### src/rtl/pc_src_unit_pkg.sv
// Shared types and defaults for the PC source unit: redirect FSM states and
// a width helper that never returns zero for single-cause configurations.
package pc_src_pkg;

  localparam int DEFAULT_WIDTH    = 32;
  localparam int DEFAULT_EXC_BASE = 253;

  typedef enum logic [1:0] {
    IDLE     = 2'd0,
    VEC_RD   = 2'd1,
    VEC_WAIT = 2'd2
  } state_e;

  // Index width for an N-entry selector; a single entry still needs one bit.
  function automatic int idx_width(input int n);
    return (n > 1) ? $clog2(n) : 1;
  endfunction

endpackage

### src/rtl/pc_src_unit_if.sv
// Bundle between the control/datapath side (master) and the PC source unit (slave).
interface pc_src_unit_if #(
  parameter int WIDTH = 32,
  parameter int NSRC  = 4,
  parameter int NEXC  = 3
);
  import pc_src_pkg::*;

  localparam int SEL_W   = idx_width(NSRC);
  localparam int CAUSE_W = idx_width(NEXC);

  logic [NSRC*WIDTH-1:0] src_data;
  logic [SEL_W-1:0]      sel;
  logic                  pc_write;
  logic                  pc_write_cond;
  logic                  cond_true;
  logic [NEXC-1:0]       exc_req;
  logic [7:0]            mem_data;
  logic                  mem_rd;
  logic [WIDTH-1:0]      mem_addr;
  logic [WIDTH-1:0]      pc;
  logic [WIDTH-1:0]      epc;
  logic [CAUSE_W-1:0]    exc_cause;
  logic                  busy;

  modport master (
    output src_data, sel, pc_write, pc_write_cond, cond_true, exc_req, mem_data,
    input  mem_rd, mem_addr, pc, epc, exc_cause, busy
  );

  modport slave (
    input  src_data, sel, pc_write, pc_write_cond, cond_true, exc_req, mem_data,
    output mem_rd, mem_addr, pc, epc, exc_cause, busy
  );

endinterface

### src/rtl/pc_src_unit_mux_n.sv
// Index mux over a flattened N-entry bus; flags indices beyond N so the
// caller can hold its register instead of loading an undefined value.
module mux_n
  import pc_src_pkg::*;
#(
  parameter int WIDTH = 32,
  parameter int N     = 4,
  parameter int SEL_W = idx_width(N)
) (
  input  logic [N*WIDTH-1:0] data_i,
  input  logic [SEL_W-1:0]   sel_i,
  output logic [WIDTH-1:0]   data_o,
  output logic               in_range_o
);

  always_comb begin
    data_o = '0;
    for (int i = 0; i < N; i++) begin
      if (int'(sel_i) == i) begin
        data_o = data_i[i*WIDTH +: WIDTH];
      end
    end
  end

  assign in_range_o = (int'(sel_i) < N);

endmodule

### src/rtl/pc_src_unit.sv
// PC/EPC owner: selects the next PC from NSRC candidates and redirects to a
// one-byte handler address fetched from the exception vector table.
//
//   state    | meaning
//   IDLE     | normal PC loads, exception requests accepted
//   VEC_RD   | vector-table read strobe out, EPC/cause already captured
//   VEC_WAIT | memory byte valid, loaded into PC at the closing edge
module pc_src_unit
  import pc_src_pkg::*;
#(
  parameter int               WIDTH    = DEFAULT_WIDTH,
  parameter int               NSRC     = 4,
  parameter int               NEXC     = 3,
  parameter logic [WIDTH-1:0] RESET_PC = '0,
  parameter int               EXC_BASE = DEFAULT_EXC_BASE
) (
  input  logic         clk,
  input  logic         reset,
  pc_src_unit_if.slave bus
);

  localparam int SEL_W   = idx_width(NSRC);
  localparam int CAUSE_W = idx_width(NEXC);

  state_e             state_q;
  logic [WIDTH-1:0]   pc_q;
  logic [WIDTH-1:0]   epc_q;
  logic [CAUSE_W-1:0] cause_q;
  logic               mem_rd_q;
  logic               busy_q;

  logic [WIDTH-1:0]   pc_d;
  logic               sel_ok;
  logic               pc_load_d;
  logic               exc_any_d;
  logic [CAUSE_W-1:0] exc_cause_d;

  mux_n #(
    .WIDTH (WIDTH),
    .N     (NSRC),
    .SEL_W (SEL_W)
  ) u_mux (
    .data_i     (bus.src_data),
    .sel_i      (bus.sel),
    .data_o     (pc_d),
    .in_range_o (sel_ok)
  );

  assign pc_load_d = (bus.pc_write | (bus.pc_write_cond & bus.cond_true)) & sel_ok;
  assign exc_any_d = |bus.exc_req;

  // Scan downward so the lowest set request line wins.
  always_comb begin
    exc_cause_d = '0;
    for (int i = NEXC - 1; i >= 0; i--) begin
      if (bus.exc_req[i]) begin
        exc_cause_d = CAUSE_W'(i);
      end
    end
  end

  always_ff @(posedge clk or negedge reset) begin
    if (!reset) begin
      state_q  <= IDLE;
      pc_q     <= RESET_PC;
      epc_q    <= '0;
      cause_q  <= '0;
      mem_rd_q <= 1'b0;
      busy_q   <= 1'b0;
    end else begin
      case (state_q)
        IDLE: begin
          if (exc_any_d) begin
            epc_q    <= pc_q - WIDTH'(4);
            cause_q  <= exc_cause_d;
            state_q  <= VEC_RD;
            mem_rd_q <= 1'b1;
            busy_q   <= 1'b1;
          end else if (pc_load_d) begin
            pc_q <= pc_d;
          end
        end
        VEC_RD: begin
          state_q  <= VEC_WAIT;
          mem_rd_q <= 1'b0;
        end
        VEC_WAIT: begin
          pc_q    <= {{(WIDTH-8){1'b0}}, bus.mem_data};
          state_q <= IDLE;
          busy_q  <= 1'b0;
        end
        default: begin
          state_q  <= IDLE;
          mem_rd_q <= 1'b0;
          busy_q   <= 1'b0;
        end
      endcase
    end
  end

  assign bus.mem_addr  = (state_q == VEC_RD)
                       ? (WIDTH'(EXC_BASE) + {{(WIDTH-CAUSE_W){1'b0}}, cause_q})
                       : '0;
  assign bus.mem_rd    = mem_rd_q;
  assign bus.busy      = busy_q;
  assign bus.pc        = pc_q;
  assign bus.epc       = epc_q;
  assign bus.exc_cause = cause_q;

endmodule

### src/flat_wrapper.sv
// flat-port wrapper written by rule: the top's interface ports become plain ports
module pc_src_unit_flat import pc_src_pkg::*;
#(
  parameter int               WIDTH    = DEFAULT_WIDTH,
  parameter int               NSRC     = 4,
  parameter int               NEXC     = 3,
  parameter logic [WIDTH-1:0] RESET_PC = '0,
  parameter int               EXC_BASE = DEFAULT_EXC_BASE
)
  (clk, reset, bus_src_data, bus_sel, bus_pc_write, bus_pc_write_cond, bus_cond_true, bus_exc_req, bus_mem_data, bus_mem_rd, bus_mem_addr, bus_pc, bus_epc, bus_exc_cause, bus_busy);
  pc_src_unit_if #(.WIDTH(WIDTH), .NSRC(NSRC), .NEXC(NEXC)) bus_i ();
  input  logic clk;
  input  logic reset;
  input wire logic [$bits(bus_i.src_data)-1:0] bus_src_data;
  input wire logic [$bits(bus_i.sel)-1:0] bus_sel;
  input wire logic [$bits(bus_i.pc_write)-1:0] bus_pc_write;
  input wire logic [$bits(bus_i.pc_write_cond)-1:0] bus_pc_write_cond;
  input wire logic [$bits(bus_i.cond_true)-1:0] bus_cond_true;
  input wire logic [$bits(bus_i.exc_req)-1:0] bus_exc_req;
  input wire logic [$bits(bus_i.mem_data)-1:0] bus_mem_data;
  output wire logic [$bits(bus_i.mem_rd)-1:0] bus_mem_rd;
  output wire logic [$bits(bus_i.mem_addr)-1:0] bus_mem_addr;
  output wire logic [$bits(bus_i.pc)-1:0] bus_pc;
  output wire logic [$bits(bus_i.epc)-1:0] bus_epc;
  output wire logic [$bits(bus_i.exc_cause)-1:0] bus_exc_cause;
  output wire logic [$bits(bus_i.busy)-1:0] bus_busy;
  assign bus_i.src_data = bus_src_data;
  assign bus_i.sel = bus_sel;
  assign bus_i.pc_write = bus_pc_write;
  assign bus_i.pc_write_cond = bus_pc_write_cond;
  assign bus_i.cond_true = bus_cond_true;
  assign bus_i.exc_req = bus_exc_req;
  assign bus_i.mem_data = bus_mem_data;
  assign bus_mem_rd = bus_i.mem_rd;
  assign bus_mem_addr = bus_i.mem_addr;
  assign bus_pc = bus_i.pc;
  assign bus_epc = bus_i.epc;
  assign bus_exc_cause = bus_i.exc_cause;
  assign bus_busy = bus_i.busy;
  pc_src_unit #(.WIDTH(WIDTH), .NSRC(NSRC), .NEXC(NEXC), .RESET_PC(RESET_PC), .EXC_BASE(EXC_BASE)) u_core (.clk(clk), .reset(reset), .bus(bus_i));
endmodule
### config.mk
export PLATFORM = sky130hd
export DESIGN_NAME = pc_src_unit_flat
export DESIGN_NICKNAME = d
export VERILOG_FILES = /design/src/rtl/pc_src_unit_pkg.sv /design/src/rtl/pc_src_unit_if.sv /design/src/rtl/pc_src_unit_mux_n.sv /design/src/rtl/pc_src_unit.sv /design/src/flat_wrapper.sv
export SDC_FILE = /design/constraint.sdc
export NUM_CORES = 1
export LEC_CHECK = 0
export ABC_AREA = 1
export CAP_MARGIN = 20
export CORE_ASPECT_RATIO = 0.75
export CORE_UTILIZATION = 43
export CTS_CLUSTER_DIAMETER = 80
export DETAILED_ROUTE_END_ITERATION = 8
export HOLD_SLACK_MARGIN = 0.03
export PLACE_DENSITY = 0.85
export REMOVE_ABC_BUFFERS = 1
export SLEW_MARGIN = 20
export SYNTH_ARGS = -nofsm -noshare
export SYNTH_HDL_FRONTEND = slang
export SYNTH_SLANG_ARGS = --single-unit
### constraint.sdc
create_clock -name clk -period 3.8 [get_ports clk]
set_input_delay 0.57 -clock clk [delete_from_list [all_inputs] [get_ports clk]]
set_output_delay 0.57 -clock clk [all_outputs]
set_load 0.005 [all_outputs]
==> flow_summary.json <==
{
  "slew_violations": 0,
  "io_buffers": 222,
  "setup.worst_path.start": "u_core.state_q[0]",
  "finalSetupViolCount": 0,
  "rsz0062_at_grt": "no",
  "clock_insertion_delay_worst_skew_ns": 0.33,
  "vias": 5244,
  "finalHoldViolCount": 0,
  "syn_area_um2": 4600,
  "ys_ff_latch": 70,
  "cpPeakStageDelay_ns": 0.57,
  "crit_arrival_ns": 1.96,
  "reg2reg_from": "u_core.state_q[1]",
  "worst_pin_slew_ns": 1.01,
  "synth_edf_count": 0,
  "grt_pass1_wl_um": 25800,
  "clock-sinks": 70,
  "crit_chain": "inv_1 > nor2_1 > inv_1 > nor2_1 > clkdlybuf4s50_1",
  "holdWs_ns": 0.360,
  "wl_met2_um": 6950,
  "die_h_um": 91.6,
  "power.density_nw_per_um2": 701,
  "r2r-end": "u_core.bus.pc[5]",
  "clockBufferDepth": 2,
  "worstPathRequired_ns": 3.23,
  "post-place-ws_ns": 1.16,
  "path_depth": 5,
  "coreArea_um2": 10300,
  "drt-initial-drc-count": 442,
  "yosysMostFrequentCell": "nand2_1",
  "period_minus_slack_ns": 2.53,
  "reg2reg_setup_slack_ns": 1.79,
  "cts-buffers-inserted": 9,
  "ff2ff_path_depth": 6,
  "relSlewSlack": 0.328,
  "drtPass1Iterations": 5,
  "instances_no_fill": 1010,
  "final.setup.tns_ns": 0,
  "dieWidth_um": 121,
  "hp-class": "in2async",
  "wl_met1_um": 7190,
  "synth_ff_type": "dfrtp_1",
  "cts_tree": "yes",
  "worst_slack_ns": 1.27,
  "slowest_stage": "clkdlybuf4s50_1",
  "die-area_um2": 11100,
  "synthArstFlopShare": 1.00,
  "via_per_inst": 5.19,
  "overflow": 0,
  "synth.top_cell.area_share": 0.381,
  "yosys-top-cells-area": "dfrtp_1 38%, nand2_1 16%, nor2_1 7.5%",
  "cts_hold_buf": 0,
  "grt_pass1_vias": 4907,
  "max_freq_mhz": 395,
  "leakage_nw": 3.11,
  "setup.worst_path.end_class": "primary output",
  "ys.warnings.count": 0,
  "dpl.hpwl_um": 12600,
  "groute.usage.overall": 0.304,
  "synth_commonest_cells": "198 x nand2_1, 92 x nor2_1, 70 x dfrtp_1",
  "critPathBufInv": 3,
  "drc": 0,
  "cts_root_buf": "clkbuf_16",
  "fin_crit_sh": 0.667,
  "n_fill_cell": 896,
  "io-pin-count": 246,
  "clock_skew_ns": 0.00664,
  "startpoint_type": "register",
  "avgSynthCellArea_um2": 6.93,
  "cts_htree_levels": 3,
  "antenna_found_initial": 0,
  "ctsResizeCount": 0,
  "drv_cap": 0,
  "synth-seq-area-share": 0.381,
  "grt_max_degree": 71,
  "initial_core_util": 0.445,
  "syn_to_final_growth_pct": 53.9,
  "layout.nets": 1017,
  "crit_end": "bus_mem_addr[7]",
  "drive_above_1_share": 0.0492,
  "met3_length_um": 1740,
  "synth_cell_types": 33,
  "ant_nets": 0,
  "top_layer": "met4",
  "fp-row-count": 32,
  "netlist_instances": 664,
  "status": "complete, no violations",
  "routed_wirelength_um": 16200,
  "ir_worst_vdd_v": 0.000292,
  "utilization": 0.686,
  "cts_setup_buffers": 0,
  "critPathTopFamily": "buffers and inverters",
  "placed_cells": 994,
  "crit_type": "reg2out",
  "num_antenna_cells": 0,
  "clkTransAtPathRegs_ns": 0.06,
  "place_congestion": 0.892,
  "wl_per_cell_um": 16.1,
  "crit_fanout": 6,
  "synth_area_leader_cell": "dfrtp_1"
}
-- kinds of logic after synthesis --
logic type,synth area share
XOR/XNOR,0.0228
buffers and inverters,0.110
AO/OA/AOI/OAI,0.156
AND/OR/NAND/NOR,0.324
other,0.000815
flip-flops,0.381
adder cells (fa/ha/maj),0.00544
-- power by group --
group	switching (W)	internal [W]
Combinational	0.00135	0.00123
Sequential	0.000386	0.00108
Clock	0.000325	0.000594
-- through the flow --
step | total power [W] | area (um^2)
after floorplan | 0.00263 | 4330
after global placement | 0.00398 | 6760
after detailed placement | 0.00402 | 6760
after CTS | 0.00496 | 7080
after global routing | 0.00533 | 7080
final | 0.00496 | 7080
-- cell usage in the layout, fill, tap and decap left out, types with 2 or more instances in the layout --
cell and count:
conb_1 23, o221ai_1 6, nand3_1 58, clkbuf_16 9, clkdlybuf4s50_1 221, buf_4 6, o21bai_1 7, ha_1 2
nand2_1 198, o21ai_1 26, dfrtp_1 70, nor2_1 92, o21ai_0 45, o22ai_1 4, a21oi_1 5, inv_1 32
xor2_1 11, bufinv_16 2, o21ai_2 4, o211ai_1 18, nand4_1 7, nor2_4 2, inv_2 8, nor2_2 5
-- final cells by class --
| cell class | count | area [um^2] | area share |
|---|---|---|---|
| Clock buffer | 11 | 243 | 0.0343 |
| Clock inverter | 5 | 81.3 | 0.0115 |
| Inverter | 41 | 154 | 0.0217 |
| Multi-Input combinational cell | 520 | 2420 | 0.342 |
| Sequential cell | 70 | 1750 | 0.247 |
| Tap cell | 136 | 170 | 0.0240 |
| Timing Repair Buffer | 227 | 2260 | 0.319 |
-- worst register-to-register path, cell delays in order, from the launching register on --
cell	delay [ns]
dfrtp_1	0.45
inv_2	0.15
nor2_2	0.21
inv_2	0.25
a21oi_4	0.55
o221ai_1	0.23
nand2_1	0.09
-- layer usage --
metal  GRT usage  up-vias
met2       0.452      318
met3      0.0867       35
met1       0.430     2356
met4      0.0730        0
li1            -     2535
met5           0        -
-- worst min path at each step --
stage	startpoint	endpoint	slack, ns
after detailed placement	u_core.bus.epc[19]	u_core.bus.epc[19]	0.47
after CTS	reset	u_core.bus.epc[8]	0.40
final	reset	u_core.bus.epc[8]	0.36
after global placement	u_core.bus.epc[28]	u_core.bus.epc[28]	0.46
after floorplan	reset	u_core.bus.busy	0.27
after global routing	reset	u_core.bus.epc[8]	0.43
-- registers in the layout, indices dropped and copies added (netlist names) --
name / cells
u_core.bus.mem_rd: 1
u_core.state_q: 2
u_core.bus.exc_cause: 2
u_core.bus.epc: 32
u_core.bus.pc: 32
u_core.bus.busy: 1
(Power assumes the default switching activity.)
